$ cat config.mk
export PLATFORM = sky130hd
export DESIGN_NAME = vram_text_writer_flat
export DESIGN_NICKNAME = d
export VERILOG_FILES = /design/src/rtl/vga_text_pkg.sv /design/src/rtl/vram_text_writer_if.sv /design/src/rtl/vram_fill_seq.sv /design/src/rtl/vram_text_writer.sv /design/src/flat_wrapper.sv
export SDC_FILE = /design/constraint.sdc
export NUM_CORES = 1
export LEC_CHECK = 0
export CORE_MARGIN = 10
export CORE_UTILIZATION = 50
export DETAILED_ROUTE_END_ITERATION = 8
export GPL_ROUTABILITY_DRIVEN = 0
export PLACE_DENSITY = 0.73
export SYNTH_ARGS = -nofsm -noshare
export SYNTH_HDL_FRONTEND = slang
export SYNTH_SLANG_ARGS = --single-unit
$ cat constraint.sdc
create_clock -name clk -period 3.9 [get_ports clk]
set_clock_uncertainty 0.2 [all_clocks]
set_input_delay 1.17 -clock clk [delete_from_list [all_inputs] [get_ports clk]]
set_output_delay 1.17 -clock clk [all_outputs]
set_load 0.05 [all_outputs]
$ cat src/rtl/vga_text_pkg.sv
// Shared definitions for the 40x30 text display front end.
//   - geometry defaults (COLS/ROWS/AW), clear fill byte
//   - control-code constants understood by vram_text_writer
//   - writer FSM state encoding
package vga_text_pkg;

    localparam int          COLS_DEF = 40;
    localparam int          ROWS_DEF = 30;
    localparam int          AW_DEF   = 11;
    localparam logic [7:0]  BLANK_CH = 8'h20;

    localparam logic [7:0]  CH_BS = 8'h08;
    localparam logic [7:0]  CH_LF = 8'h0A;
    localparam logic [7:0]  CH_FF = 8'h0C;
    localparam logic [7:0]  CH_CR = 8'h0D;

    typedef enum logic [1:0] {
        ST_IDLE       = 2'd0,
        ST_CLR_SCREEN = 2'd1,
        ST_CLR_LINE   = 2'd2
    } state_e;

    function automatic logic is_printable(input logic [7:0] b);
        return (b >= 8'h20) && (b <= 8'h7E);
    endfunction

endpackage

$ cat src/rtl/vram_text_writer_if.sv
// Byte stream input plus VRAM write port of the text writer.
//   in_data/in_valid/in_ready : byte source handshake
//   vram_waddr/wdata/we       : display VRAM write port
// master = byte source / VRAM-side observer, slave = vram_text_writer.
interface vram_text_writer_if #(parameter int AW = 11);
    logic [7:0]    in_data;
    logic          in_valid;
    logic          in_ready;
    logic [AW-1:0] vram_waddr;
    logic [7:0]    vram_wdata;
    logic          vram_we;

    modport master (output in_data, output in_valid, input in_ready,
                    input vram_waddr, input vram_wdata, input vram_we);
    modport slave  (input in_data, input in_valid, output in_ready,
                    output vram_waddr, output vram_wdata, output vram_we);
endinterface

$ cat src/rtl/vram_fill_seq.sv
// Address counter + write strobe for a block fill of len words from
// start_addr. Comes out of reset already running a fill of INIT_LEN
// words from 0, which gives the power-on screen clear for free.
//   start/start_addr/len : load a new fill (len >= 1)
//   we/addr              : current fill write, one address per cycle
//   last                 : current write is the final one
module vram_fill_seq #(
    parameter int AW       = 11,
    parameter int INIT_LEN = 1200
) (
    input  logic          clk,
    input  logic          rst_n,
    input  logic          start,
    input  logic [AW-1:0] start_addr,
    input  logic [AW:0]   len,
    output logic          we,
    output logic [AW-1:0] addr,
    output logic          last
);
    localparam int LW = AW + 1;

    logic          active;
    logic [AW-1:0] last_addr;

    assign we   = active;
    assign last = active && (addr == last_addr);

    always_ff @(posedge clk or negedge rst_n) begin
        if (!rst_n) begin
            active    <= 1'b1;
            addr      <= '0;
            last_addr <= AW'(INIT_LEN - 1);
        end else if (start) begin
            active    <= 1'b1;
            addr      <= start_addr;
            last_addr <= AW'(LW'(start_addr) + len - LW'(1));
        end else if (active) begin
            if (addr == last_addr) active <= 1'b0;
            else                   addr   <= addr + AW'(1);
        end
    end
endmodule

$ cat src/rtl/vram_text_writer.sv
// Character-stream front end for the text display. Accepts bytes,
// decodes BS/LF/FF/CR, tracks the cursor and drives the VRAM write port.
//   clk, rst_n            : clock, async active-low reset
//   bus (slave)           : byte handshake in, VRAM write port out
//   cursor_col/cursor_row : current cursor position
//   busy                  : a line or screen clear is in progress
module vram_text_writer
    import vga_text_pkg::*;
#(
    parameter int         COLS  = COLS_DEF,
    parameter int         ROWS  = ROWS_DEF,
    parameter int         AW    = AW_DEF,
    parameter logic [7:0] BLANK = BLANK_CH
) (
    input  logic              clk,
    input  logic              rst_n,
    vram_text_writer_if.slave bus,
    output logic [5:0]        cursor_col,
    output logic [4:0]        cursor_row,
    output logic              busy
);
    localparam int         LW       = AW + 1;
    localparam logic [5:0] LAST_COL = 6'(COLS - 1);
    localparam logic [4:0] LAST_ROW = 5'(ROWS - 1);

    state_e        state, nxt_state;
    logic [AW-1:0] linebase, nxt_base;
    logic [5:0]    nxt_col;
    logic [4:0]    nxt_row;
    logic          accept, adv;
    logic          char_we;
    logic [AW-1:0] char_addr;
    logic [7:0]    char_data;
    logic          fill_start, fill_we, fill_last;
    logic [AW-1:0] fill_addr;
    logic [AW:0]   fill_len;

    assign accept = bus.in_valid && bus.in_ready;

    vram_fill_seq #(.AW(AW), .INIT_LEN(COLS * ROWS)) u_fill (
        .clk        (clk),
        .rst_n      (rst_n),
        .start      (fill_start),
        .start_addr (nxt_base),
        .len        (fill_len),
        .we         (fill_we),
        .addr       (fill_addr),
        .last       (fill_last)
    );

    always_comb begin
        nxt_state  = state;
        nxt_col    = cursor_col;
        nxt_row    = cursor_row;
        nxt_base   = linebase;
        adv        = 1'b0;
        char_we    = 1'b0;
        char_addr  = linebase + AW'(cursor_col);
        char_data  = bus.in_data;
        fill_start = 1'b0;
        fill_len   = LW'(COLS * ROWS);
        case (state)
            ST_IDLE: if (accept) begin
                if (is_printable(bus.in_data)) begin
                    char_we = 1'b1;
                    if (cursor_col == LAST_COL) adv = 1'b1;
                    else                        nxt_col = cursor_col + 6'd1;
                end else if (bus.in_data == CH_LF) begin
                    adv = 1'b1;
                end else if (bus.in_data == CH_CR) begin
                    nxt_col = '0;
                end else if (bus.in_data == CH_BS) begin
                    if (cursor_col != '0) begin
                        nxt_col   = cursor_col - 6'd1;
                        char_we   = 1'b1;
                        char_addr = linebase + AW'(cursor_col - 6'd1);
                        char_data = BLANK;
                    end
                end else if (bus.in_data == CH_FF) begin
                    nxt_state  = ST_CLR_SCREEN;
                    nxt_col    = '0;
                    nxt_row    = '0;
                    nxt_base   = '0;
                    fill_start = 1'b1;
                end
                // Row advance: no scrolling, the bottom row wraps to the top
                // and the freshly entered row is blanked.
                if (adv) begin
                    nxt_col    = '0;
                    nxt_state  = ST_CLR_LINE;
                    fill_start = 1'b1;
                    fill_len   = LW'(COLS);
                    if (cursor_row == LAST_ROW) begin
                        nxt_row  = '0;
                        nxt_base = '0;
                    end else begin
                        nxt_row  = cursor_row + 5'd1;
                        nxt_base = linebase + AW'(COLS);
                    end
                end
            end
            ST_CLR_SCREEN, ST_CLR_LINE: if (fill_last) nxt_state = ST_IDLE;
            default: nxt_state = ST_IDLE;
        endcase
    end

    always_ff @(posedge clk or negedge rst_n) begin
        if (!rst_n) begin
            state          <= ST_CLR_SCREEN;
            cursor_col     <= '0;
            cursor_row     <= '0;
            linebase       <= '0;
            bus.vram_we    <= 1'b0;
            bus.vram_waddr <= '0;
            bus.vram_wdata <= BLANK;
            bus.in_ready   <= 1'b0;
            busy           <= 1'b1;
        end else begin
            state      <= nxt_state;
            cursor_col <= nxt_col;
            cursor_row <= nxt_row;
            linebase   <= nxt_base;
            // Ready only once the FSM has sat in IDLE for a full cycle, so
            // it drops on the accept edge of a byte that starts a clear and
            // rises the cycle after a clear's final write.
            bus.in_ready <= (state == ST_IDLE) && (nxt_state == ST_IDLE);
            busy         <= !((state == ST_IDLE) && (nxt_state == ST_IDLE));
            if (fill_we) begin
                bus.vram_we    <= 1'b1;
                bus.vram_waddr <= fill_addr;
                bus.vram_wdata <= BLANK;
            end else if (char_we) begin
                bus.vram_we    <= 1'b1;
                bus.vram_waddr <= char_addr;
                bus.vram_wdata <= char_data;
            end else begin
                bus.vram_we    <= 1'b0;
            end
        end
    end
endmodule

$ cat src/flat_wrapper.sv
// flat-port wrapper written by rule: the top's interface ports become plain ports
module vram_text_writer_flat import vga_text_pkg::*;
#(
    parameter int         COLS  = COLS_DEF,
    parameter int         ROWS  = ROWS_DEF,
    parameter int         AW    = AW_DEF,
    parameter logic [7:0] BLANK = BLANK_CH
)
  (clk, rst_n, cursor_col, cursor_row, busy, bus_in_data, bus_in_valid, bus_in_ready, bus_vram_waddr, bus_vram_wdata, bus_vram_we);
  vram_text_writer_if #(.AW(AW)) bus_i ();
  input  logic clk;
  input  logic rst_n;
  output logic [5:0] cursor_col;
  output logic [4:0] cursor_row;
  output logic busy;
  input wire logic [$bits(bus_i.in_data)-1:0] bus_in_data;
  input wire logic [$bits(bus_i.in_valid)-1:0] bus_in_valid;
  output wire logic [$bits(bus_i.in_ready)-1:0] bus_in_ready;
  output wire logic [$bits(bus_i.vram_waddr)-1:0] bus_vram_waddr;
  output wire logic [$bits(bus_i.vram_wdata)-1:0] bus_vram_wdata;
  output wire logic [$bits(bus_i.vram_we)-1:0] bus_vram_we;
  assign bus_i.in_data = bus_in_data;
  assign bus_i.in_valid = bus_in_valid;
  assign bus_in_ready = bus_i.in_ready;
  assign bus_vram_waddr = bus_i.vram_waddr;
  assign bus_vram_wdata = bus_i.vram_wdata;
  assign bus_vram_we = bus_i.vram_we;
  vram_text_writer #(.COLS(COLS), .ROWS(ROWS), .AW(AW), .BLANK(BLANK)) u_core (.clk(clk), .rst_n(rst_n), .bus(bus_i), .cursor_col(cursor_col), .cursor_row(cursor_row), .busy(busy));
endmodule
Word level (Yosys, flattened, before mapping)
Cells that the tools add are included.
- flip-flop bits (word level): 69
- word-level logic and storage cells: 139
- add/sub/neg operators: 10
- order comparisons: 2
- equal/unequal tests: 17
- mux-type cells: 82
- reductions and logical operators: 16
- operators by type and width (cell ; number):
    2-to-1 mux 11 bit ; 24
    2-to-1 mux 8 bit ; 9
    2-to-1 mux 6 bit ; 8
    2-to-1 mux 5 bit ; 7
    == test 8 x 4 -> 1 bit (second input constant) ; 4
    2-to-1 mux 1 bit ; 25
    adder 11 bit ; 2
    2-to-1 mux 2 bit ; 8
    adder 11 x 1 -> 11 bit (second input constant) ; 1
    adder 11 x 6 -> 11 bit ; 1
    adder 11 x 6 -> 11 bit (second input constant) ; 1
    == test 11 bit ; 1
    subtractor 11 x 1 -> 11 bit (second input constant) ; 1
    greater-or-equal comparator 8 x 6 -> 1 bit (second input constant) ; 1
    <= comparator 8 x 7 -> 1 bit (second input constant) ; 1
    != test 2 bit (second input constant) ; 4
    AND reduction 7 bit ; 1
    subtractor 6 x 1 -> 7 bit (second input constant) ; 1
    adder 6 x 1 -> 6 bit (second input constant) ; 1
    == test 6 bit (second input constant) ; 1
    AND reduction 6 bit ; 1
    nonzero test 2 bit ; 3
    nonzero test 6 bit ; 1
    subtractor 6 x 1 -> 6 bit (second input constant) ; 1
    15 further kinds ; 19

Longest topological paths before layout
Gate-level depths: netlist of run 1.
- depth in word-level cells: 12
- mapped depth: 18

By module
From an unflattened synthesis of run 1, not the netlist that was laid out.
- cell total of the unflattened synthesis: 623
- area total of the unflattened synthesis: 5422.7 µm²
- modules (own cells, without submodules) (module ; instances ; cells each ; area each (µm²) ; sequential area each (µm²)):
    vram_text_writer ; 1 ; 378 ; 3370.7 ; 1154.9
    vram_fill_seq ; 1 ; 245 ; 2052.0 ; 585.6

Worst setup path before layout of run 1
OpenSTA, ideal clock, no wires.
- kind: in2reg
- start point: in bus_in_data[4]
- end point: reg u_core.u_fill.last_addr[7]
- library setup time: 0.087 ns
- data arrival time: 4.783 ns
- data required time: 3.613 ns
- setup slack: -1.170 ns
- cell stages on the path: 17
- cell sequence: or4_4 or3_1 buf_6 o2bb2ai_2 nand2_1 o21ai_1 nor2_1 inv_1 ha_1 ha_1 nor2b_1 o221a_2 a31oi_1 o2111ai_1 a2111oi_0 xnor2_1 o21ai_1
- cells in the longest elaborated chain, start to end: 11
- elaborated cells between the ends (all ways): 32
- RTL lines (element ; RTL line ; source):
    start, declared ; flat_wrapper.sv:16 ; input wire logic [$bits(bus_i.in_data)-1:0] bus_in_data;
    parallel branches: the longest is 6 deep, another holds greater-or-equal comparator 8 x 6 -> 1 bit ; - ;
    2-to-1 mux 11 bit * ; vram_text_writer.sv:88 ; if (adv) begin
    2-to-1 mux 11 bit * ; vram_text_writer.sv:63 ; ST_IDLE: if (accept) begin
    2-to-1 mux 11 bit * ; vram_text_writer.sv:62 ; case (state)
    named net u_core.nxt_base[1] ; vram_text_writer.sv:27 ; logic [AW-1:0] linebase, nxt_base;
    adder 11 bit * ; vram_fill_seq.sv:36 ; last_addr <= AW'(LW'(start_addr) + len - LW'(1));
    subtractor 11 x 1 -> 11 bit * ; vram_fill_seq.sv:36 ;
    end signal, assigned ; vram_fill_seq.sv:32 ; last_addr <= AW'(INIT_LEN - 1);
    end signal, assigned ; vram_fill_seq.sv:36 ;
    end, declared ; vram_fill_seq.sv:23 ; logic [AW-1:0] last_addr;
Mark *: on every way through the listed nets, which the timed path passes. The select of a mux whose other input is x is not followed.
A chain may end at the register's enable or synchronous reset.

Final worst setup path of run 1
- start point: in bus_in_data[4]
- end point: reg u_core.u_fill.last_addr[7]
- cells in the longest elaborated chain, start to end: 11
- elaborated cells between the ends (all ways): 32
- RTL lines (element):
    parallel branches: the longest is 11 deep, another holds adder 11 bit
Parallel ways; which one is timed is not known. The select of a mux whose other input is x is not followed.

==> flow_summary.ini, run 1 <==
[placement]
hpwl_um = 11690
dp.cells = 808
io_buffers = 43

[worst_setup_path]
crit_family = simple AND/OR/NAND/NOR gates
slowest_delay_ns = 0.53
crit_path_cell_trace = buf_6 > or4_4 > or3_4 > o2bb2ai_4 > buf_4 > nand4_1 > and2_1 > ha_1 > inv_1 > ha_4 > a21oi_4 > buf_4 > a2111oi_4 > xnor2_1 > o21ai_1
rr_worst_depth = 16
r2r_slack_ns = 0.27
cp_slowest_cell = or4_4
critical_path_required_ns = 4.00
cp.depth = 15
crit_type = in -> reg
cp_max_fo = 7
path_buf_inv = 4
worst_ep_arrival_time_ns = 4.38
cpMostUsedCell = buf_4
worstSetupStartpointType = input pin
reg2reg_from = u_core.state[0]$_DFF_PN1_
end_kind = register
rr_endpoint = u_core.u_fill.last_addr[7]$_DFFE_PN1P_

[global_routing]
antenna_found_initial = 0
gr-total-overflow = 0
grt_max_degree = 38
grt_pass1_wl_um = 25360
track_usage = 0.2170
first_global_vias = 5030

[routing]
drt-total-wl_um = 15870
ant_nets = 0
drc_errors = 0
via_count = 4988
wl_per_cell_um = 19.03
drt_iter0_markers = 512
firstDrtPassIters = 5
viasPerCell = 5.981

[power_and_ir_drop]
powerDensity_mw_per_mm2 = 218.6
power_frac_clock = 0.454
leakage_nw = 2.866
seq_power_share = 0.497
p_int_w = 0.001103
pwr-share-comb = 0.049
p_switching_w = 0.0003366
vdd_drop_max_mv = 0.1763
swShare = 0.2338

[yosys]
synth.distinct_cells = 64
syn-num-nets = 631
synthArstFlopShare = 1.000
synth-seq-area-share = 0.3510
synthFlopType = dfrtp_1
synth_area_leaders = dfrtp_1 (29%), ha_1 (8.6%), xnor2_1 (6.4%)
syn_inst = 584
synth.largest_area_cell = dfrtp_1
yosys_register_bits = 69
avgSynthCellArea_um2 = 8.491
synth_edf_count = 0
yosys_warnings = 0
synth_top_area_share = 0.2927
syn_area_mm2 = 0.004959

[finish]
stdcell_count = 834
drive_gt1_frac = 0.2297
regArea_mm2 = 0.001740
nFillCells = 786
multi_input_area_mm2 = 0.003259
area_delta_synth_final_pct = 32.83
final_nets = 743
diodes = 0

[outcome]
status = complete, but fails checks
violations = negative setup slack

[floorplanning]
core_area_mm2 = 0.009729
fp.dieArea_mm2 = 0.01430
row_count = 36
io_pins = 44
die_w_um = 119.6
die_y_um = 119.6
initial_core_util = 0.5096

[timing]
hold_violations = 0
fin_crit_sh = 1.099
fmax_mhz = 233.4
worst_slew_pin_slew_ns = 0.5837
hold_ws_ns = 0.2665
setup_tns_ns = -1.837
slew_headroom = 0.6073
finalSetupViolCount = 7
setup_ws_ns = -0.3849
slew_violations = 0
period_minus_slack_ns = 4.285
grt_setup_unrepaired = yes

[clocking]
clk_path_buf_depth = 2
insertion_delay_ns = 0.37
hold_buffers = 0
root_buffer = clkbuf_8
h-tree-depth = 3
cts.sink_count = 69
cts_tree = done
numCtsBuffers = 9
clkTransAtPathRegs_ns = 0.08

[worst_hold_path]
hold_path_class = reg -> reg
hold_depth = 2
hold_end = u_core.u_fill.last_addr[2]$_DFFE_PN1P_
hold_start = u_core.u_fill.last_addr[2]$_DFFE_PN1P_

[run]
maxCapViolations = 0
[area by class of cell]
type	count	share of cell area
multi-input cells	455	0.4949
flip-flops and latches	69	0.2642
repair buffers	128	0.1641
well taps	133	0.02527
clock buffers	10	0.01938
inverters	33	0.01881
clock inverters	6	0.01330
[cell usage after synthesis (12+ instances only)]
cell type  number
dfrtp_1        58
clkbuf_1       22
ha_1           34
inv_1          33
nor2_1         45
nand3_1        18
nand2_1        72
a21oi_1        41
nand4_1        12
o21ai_0        36
xor2_1         16
nor3_1         14
xnor2_1        36
[repair_timing]
item / CTS / global route
gates cloned: 0 / 0
setup buffers: 5 / 5
setup endpoints to repair: 9 / 7
pin swaps: 16 / 21
resized for setup: 43 / 21
[cell usage in the layout, fill, tap and decap left out, types with 6 or more instances in the layout]
master,count
dfrtp_1,58
inv_1,31
nand4_1,12
nand2_1,68
a21o_1,7
a211oi_1,6
buf_4,81
o31ai_1,7
ha_1,29
clkbuf_8,9
nand3_1,17
a21oi_1,38
o21ai_1,8
clkdlybuf4s50_1,36
nor2_1,43
o21ai_0,29
dfstp_2,11
xor2_1,16
xnor2_1,36
nor3_1,14
[sequential cells by signal, indices dropped and copies added (netlist names), 2 cells and up]
name                     flops
u_core.state                 2
u_core.linebase             11
u_core.u_fill.addr          11
u_core.bus.vram_wdata        8
u_core.cursor_col            6
u_core.u_fill.last_addr     11
u_core.bus.vram_waddr       11
u_core.cursor_row            5
[power groups by stage]
| stage | Combinational, W | Clock, W | Sequential [W] |
|---|---|---|---|
| floorplan | 0.0000167 | 0 | 0.000729 |
| global placement | 0.0000689 | 0 | 0.000729 |
| detailed placement | 0.0000697 | 0 | 0.000729 |
| CTS | 0.0000695 | 0.000659 | 0.000715 |
| global route | 0.0000759 | 0.000689 | 0.000715 |
| finish | 0.0000700 | 0.000654 | 0.000715 |
[worst reg2reg max path, stage by stage, from the launching register on]
cell and delay (ns):
dfstp_2 0.56, inv_1 0.05, ha_1 0.24, and3_1 0.28, buf_4 0.18, nand2_1 0.13, buf_12 0.20, nand2_1 0.07
and2_1 0.16, ha_1 0.30, inv_1 0.12, ha_4 0.18, a21oi_4 0.08, buf_4 0.15, a2111oi_4 0.37, xnor2_1 0.14
o21ai_1 0.13
[per-stage QoR]
step	cell area [µm²]	util	setup WS [ns]	power, W
after floorplan	5067	-	-0.7532	0.0007460
after global placement	6095	0.6264	-1.101	0.0007980
after detailed placement	6095	0.6264	-1.225	0.0007988
after CTS	6464	0.6644	-0.4475	0.001444
after global routing	6586	0.6770	-0.5147	0.001481
final	6586	0.6770	-0.3849	0.001440
[metal layers]
| layer | part of all wire | wire, µm | track usage | vias up |
|---|---|---|---|---|
| met4 | 0.032 | 515 | 0.09879 | 0 |
| li1 | - | - | - | 2304 |
| met1 | 0.42 | 6680 | 0.2792 | 2404 |
| met2 | 0.46 | 7361 | 0.3401 | 237 |
| met5 | 0 | 0 | 0 | - |
| met3 | 0.083 | 1312 | 0.04923 | 43 |
[how the worst max path moves through the flow]
stage | start | endpoint | slack, ns
after floorplan | bus_in_data[4] | u_core.u_fill.last_addr[7]$_DFFE_PN1P_ | -0.75
after global placement | bus_in_data[4] | u_core.u_fill.last_addr[7]$_DFFE_PN1P_ | -1.10
after detailed placement | bus_in_data[4] | u_core.u_fill.last_addr[7]$_DFFE_PN1P_ | -1.22
after CTS | bus_in_data[6] | u_core.u_fill.last_addr[7]$_DFFE_PN1P_ | -0.45
after global routing | bus_in_data[4] | u_core.u_fill.last_addr[7]$_DFFE_PN1P_ | -0.51
final | bus_in_data[4] | u_core.u_fill.last_addr[7]$_DFFE_PN1P_ | -0.38
[cells by family (layout without fill, tap and decap cells)]
| family | Yosys count | count (layout) | synth area share |
|---|---|---|---|
| AO/OA/AOI/OAI | 157 | 157 | 0.2072 |
| XOR/XNOR | 52 | 52 | 0.09185 |
| adder cells (fa/ha/maj) | 36 | 36 | 0.09387 |
| buffers and inverters | 60 | 177 | 0.04895 |
| flip-flops | 69 | 69 | 0.3510 |
| multiplexers | 5 | 5 | 0.01035 |
| AND/OR/NAND/NOR | 205 | 205 | 0.1968 |
Power figures use the tool's default switching activity.
==> inputs of run 2 (changes only) <==
--- a/config.mk
+++ b/config.mk
@@ -9,7 +9,8 @@
 export CORE_UTILIZATION = 50
 export DETAILED_ROUTE_END_ITERATION = 8
 export GPL_ROUTABILITY_DRIVEN = 0
-export PLACE_DENSITY = 0.73
+export PLACE_DENSITY_LB_ADDON = 0.12
 export SYNTH_ARGS = -nofsm -noshare
 export SYNTH_HDL_FRONTEND = slang
 export SYNTH_SLANG_ARGS = --single-unit
+export TNS_END_PERCENT = 50
==> run 2 against run 1 <==
The run still ends with negative setup slack left. Sequential cell count did not move. First-iteration DRC count fell by 23%. Worst setup slack improved by 0.00096 ns. Clock-buffer cell count did not move. Sequential power barely moved. Core utilization rose by 0.31 points. Wire length fell by 5.4%. Sequential share of layout area fell by 0.12 points. Register-to-register slack improved by 0.07 ns. Maximum frequency barely moved. Die area did not move. Global-route usage fell by 1.1 points.
==> flow_summary.ini, run 2 (synthesized netlist as in run 1, its figures left out) <==
[worst_setup_path]
worstSetupStartpointType = input pin
rr_worst_depth = 15
cp_slowest_cell = or4_4
crit_type = in -> reg
cp_max_fo = 4
crit_path_cell_trace = buf_6 > or4_4 > or3_4 > o2bb2ai_4 > nand3_4 > nor2_4 > a21o_1 > inv_2 > ha_4 > nor2b_4 > o221a_4 > a31oi_4 > o2111ai_4 > a2111oi_4 > xnor2_1 > o21ai_1
slowest_delay_ns = 0.53
r2r_slack_ns = 0.34
end_kind = register
reg2reg_from = u_core.state[1]$_DFF_PN0_
critical_path_required_ns = 4.00
rr_endpoint = u_core.u_fill.last_addr[10]$_DFFE_PN1P_
worst_ep_arrival_time_ns = 4.38

[clocking]
clk_path_buf_depth = 2
root_buffer = clkbuf_8
cts_tree = done
h-tree-depth = 3
cts.sink_count = 69
clkTransAtPathRegs_ns = 0.08
hold_buffers = 0
numCtsBuffers = 9
insertion_delay_ns = 0.37

[timing]
grt_setup_unrepaired = yes
finalSetupViolCount = 7
slew_headroom = 0.6486
fmax_mhz = 233.4
setup_ws_ns = -0.3839
worst_slew_pin_slew_ns = 0.5254
fin_crit_sh = 1.098
period_minus_slack_ns = 4.284
slew_violations = 0
hold_violations = 0
hold_ws_ns = 0.2714

[power_and_ir_drop]
vdd_drop_max_mv = 0.1783
powerDensity_mw_per_mm2 = 227.9
leakage_nw = 2.881

[finish]
most-common-layout-cells = buf_4 (79), nand2_1 (69), dfrtp_1 (58)
area_delta_synth_final_pct = 33.43
diodes = 0
nFillCells = 796
final_common_cell = buf_4
stdcell_count = 833
drive_gt1_frac = 0.2300
final_nets = 742

[global_routing]
track_usage = 0.2058
top_usage_layer = met2
antenna_found_initial = 0
first_global_vias = 4705
gr-total-overflow = 0
use_met3 = 0.03891
grtUsageMet2 = 0.3153
grt_max_degree = 36
grt_pass1_wl_um = 23960
grtUsageMet1 = 0.2746

[floorplanning]
die_y_um = 119.6
io_pins = 44
row_count = 36
fp.dieArea_mm2 = 0.01430
die_w_um = 119.6
core_area_mm2 = 0.009729
initial_core_util = 0.5096

[placement]
io_buffers = 43
hpwl_um = 11220
dp.cells = 810

[worst_hold_path]
hold_depth = 2
hold_path_class = reg -> reg
hold_end = u_core.u_fill.last_addr[7]$_DFFE_PN1P_
hold_start = u_core.u_fill.last_addr[7]$_DFFE_PN1P_

[routing]
ant_nets = 0
viasPerCell = 5.856
drt-total-wl_um = 15010
drt_iter0_markers = 396
drc_errors = 0
via_count = 4878
wl_per_cell_um = 18.02
firstDrtPassIters = 6

[outcome]
status = complete, but fails checks
violations = negative setup slack

[run]
maxCapViolations = 0
-- run 2: final cells by class --
type | instances | area [µm²] | share of cell area
Timing Repair Buffer | 127 | 1071 | 0.1619
Inverter | 33 | 123.9 | 0.01872
Tap cell | 133 | 166.4 | 0.02515
Clock buffer | 10 | 127.6 | 0.01929
Multi-Input combinational cell | 455 | 3276 | 0.4951
Sequential cell | 69 | 1740 | 0.2630
Clock inverter | 6 | 111.4 | 0.01683
-- run 2: how the worst max path moves through the flow --
stage / endpoint / slack, ns / cells after the start / start
after global routing: u_core.u_fill.last_addr[7]$_DFFE_PN1P_ / -0.51 / 16 / bus_in_data[7]
after detailed placement: u_core.u_fill.last_addr[7]$_DFFE_PN1P_ / -1.24 / 17 / bus_in_data[4]
after global placement: u_core.u_fill.last_addr[7]$_DFFE_PN1P_ / -1.16 / 17 / bus_in_data[4]
after floorplan: u_core.u_fill.last_addr[7]$_DFFE_PN1P_ / -0.75 / 17 / bus_in_data[4]
final: u_core.u_fill.last_addr[7]$_DFFE_PN1P_ / -0.38 / 16 / bus_in_data[7]
after CTS: u_core.u_fill.last_addr[7]$_DFFE_PN1P_ / -0.47 / 16 / bus_in_data[7]
-- run 2: per-stage QoR --
| step | TNS (ns) | cell area (µm²) | power (W) | setup WS, ns | util |
|---|---|---|---|---|---|
| 2_1_floorplan | -3.339 | 5060 | 0.0007460 | -0.7532 | - |
| 6_report | -1.914 | 6616 | 0.001508 | -0.3839 | 0.6800 |
| 3_3_place_gp | -15.07 | 6106 | 0.0007913 | -1.160 | 0.6276 |
| 3_5_place_dp | -15.72 | 6106 | 0.0007927 | -1.238 | 0.6276 |
| 5_1_grt | -2.679 | 6616 | 0.001547 | -0.5103 | 0.6800 |
| 4_1_cts | -2.171 | 6505 | 0.001510 | -0.4747 | 0.6686 |
-- run 2: critical path: cells and delay by family --
| family | cells | cell delay [ns] |
|---|---|---|
| AND/OR/NAND/NOR | 5 | 1.24 |
| adder cells (fa/ha/maj) | 1 | 0.23 |
| XOR/XNOR | 1 | 0.13 |
| AO/OA/AOI/OAI | 7 | 1.44 |
| buffers and inverters | 2 | 0.14 |
-- run 2: power by group --
part | leakage (nW) | switching [W] | internal [W]
clock | 0.116 | 0.000305 | 0.000425
sequential | 0.822 | 0 | 0.000715
combinational | 1.94 | 0.0000372 | 0.0000250
total | 2.88 | 0.000342 | 0.00117
-- run 2: metal layers --
metal  vias up  part of all wire
met5         -                 0
met4         0             0.025
met3        26             0.068
met2       175              0.45
met1      2375              0.45
li1       2302                 -
-- run 2: repair_timing --
item                                   in CTS  in global routing
setup endpoints to repair                  10                  9
resized for setup                          41                 20
pin swaps                                  20                 16
setup buffers                               5                  2
endpoints found under the hold margin       0                  0
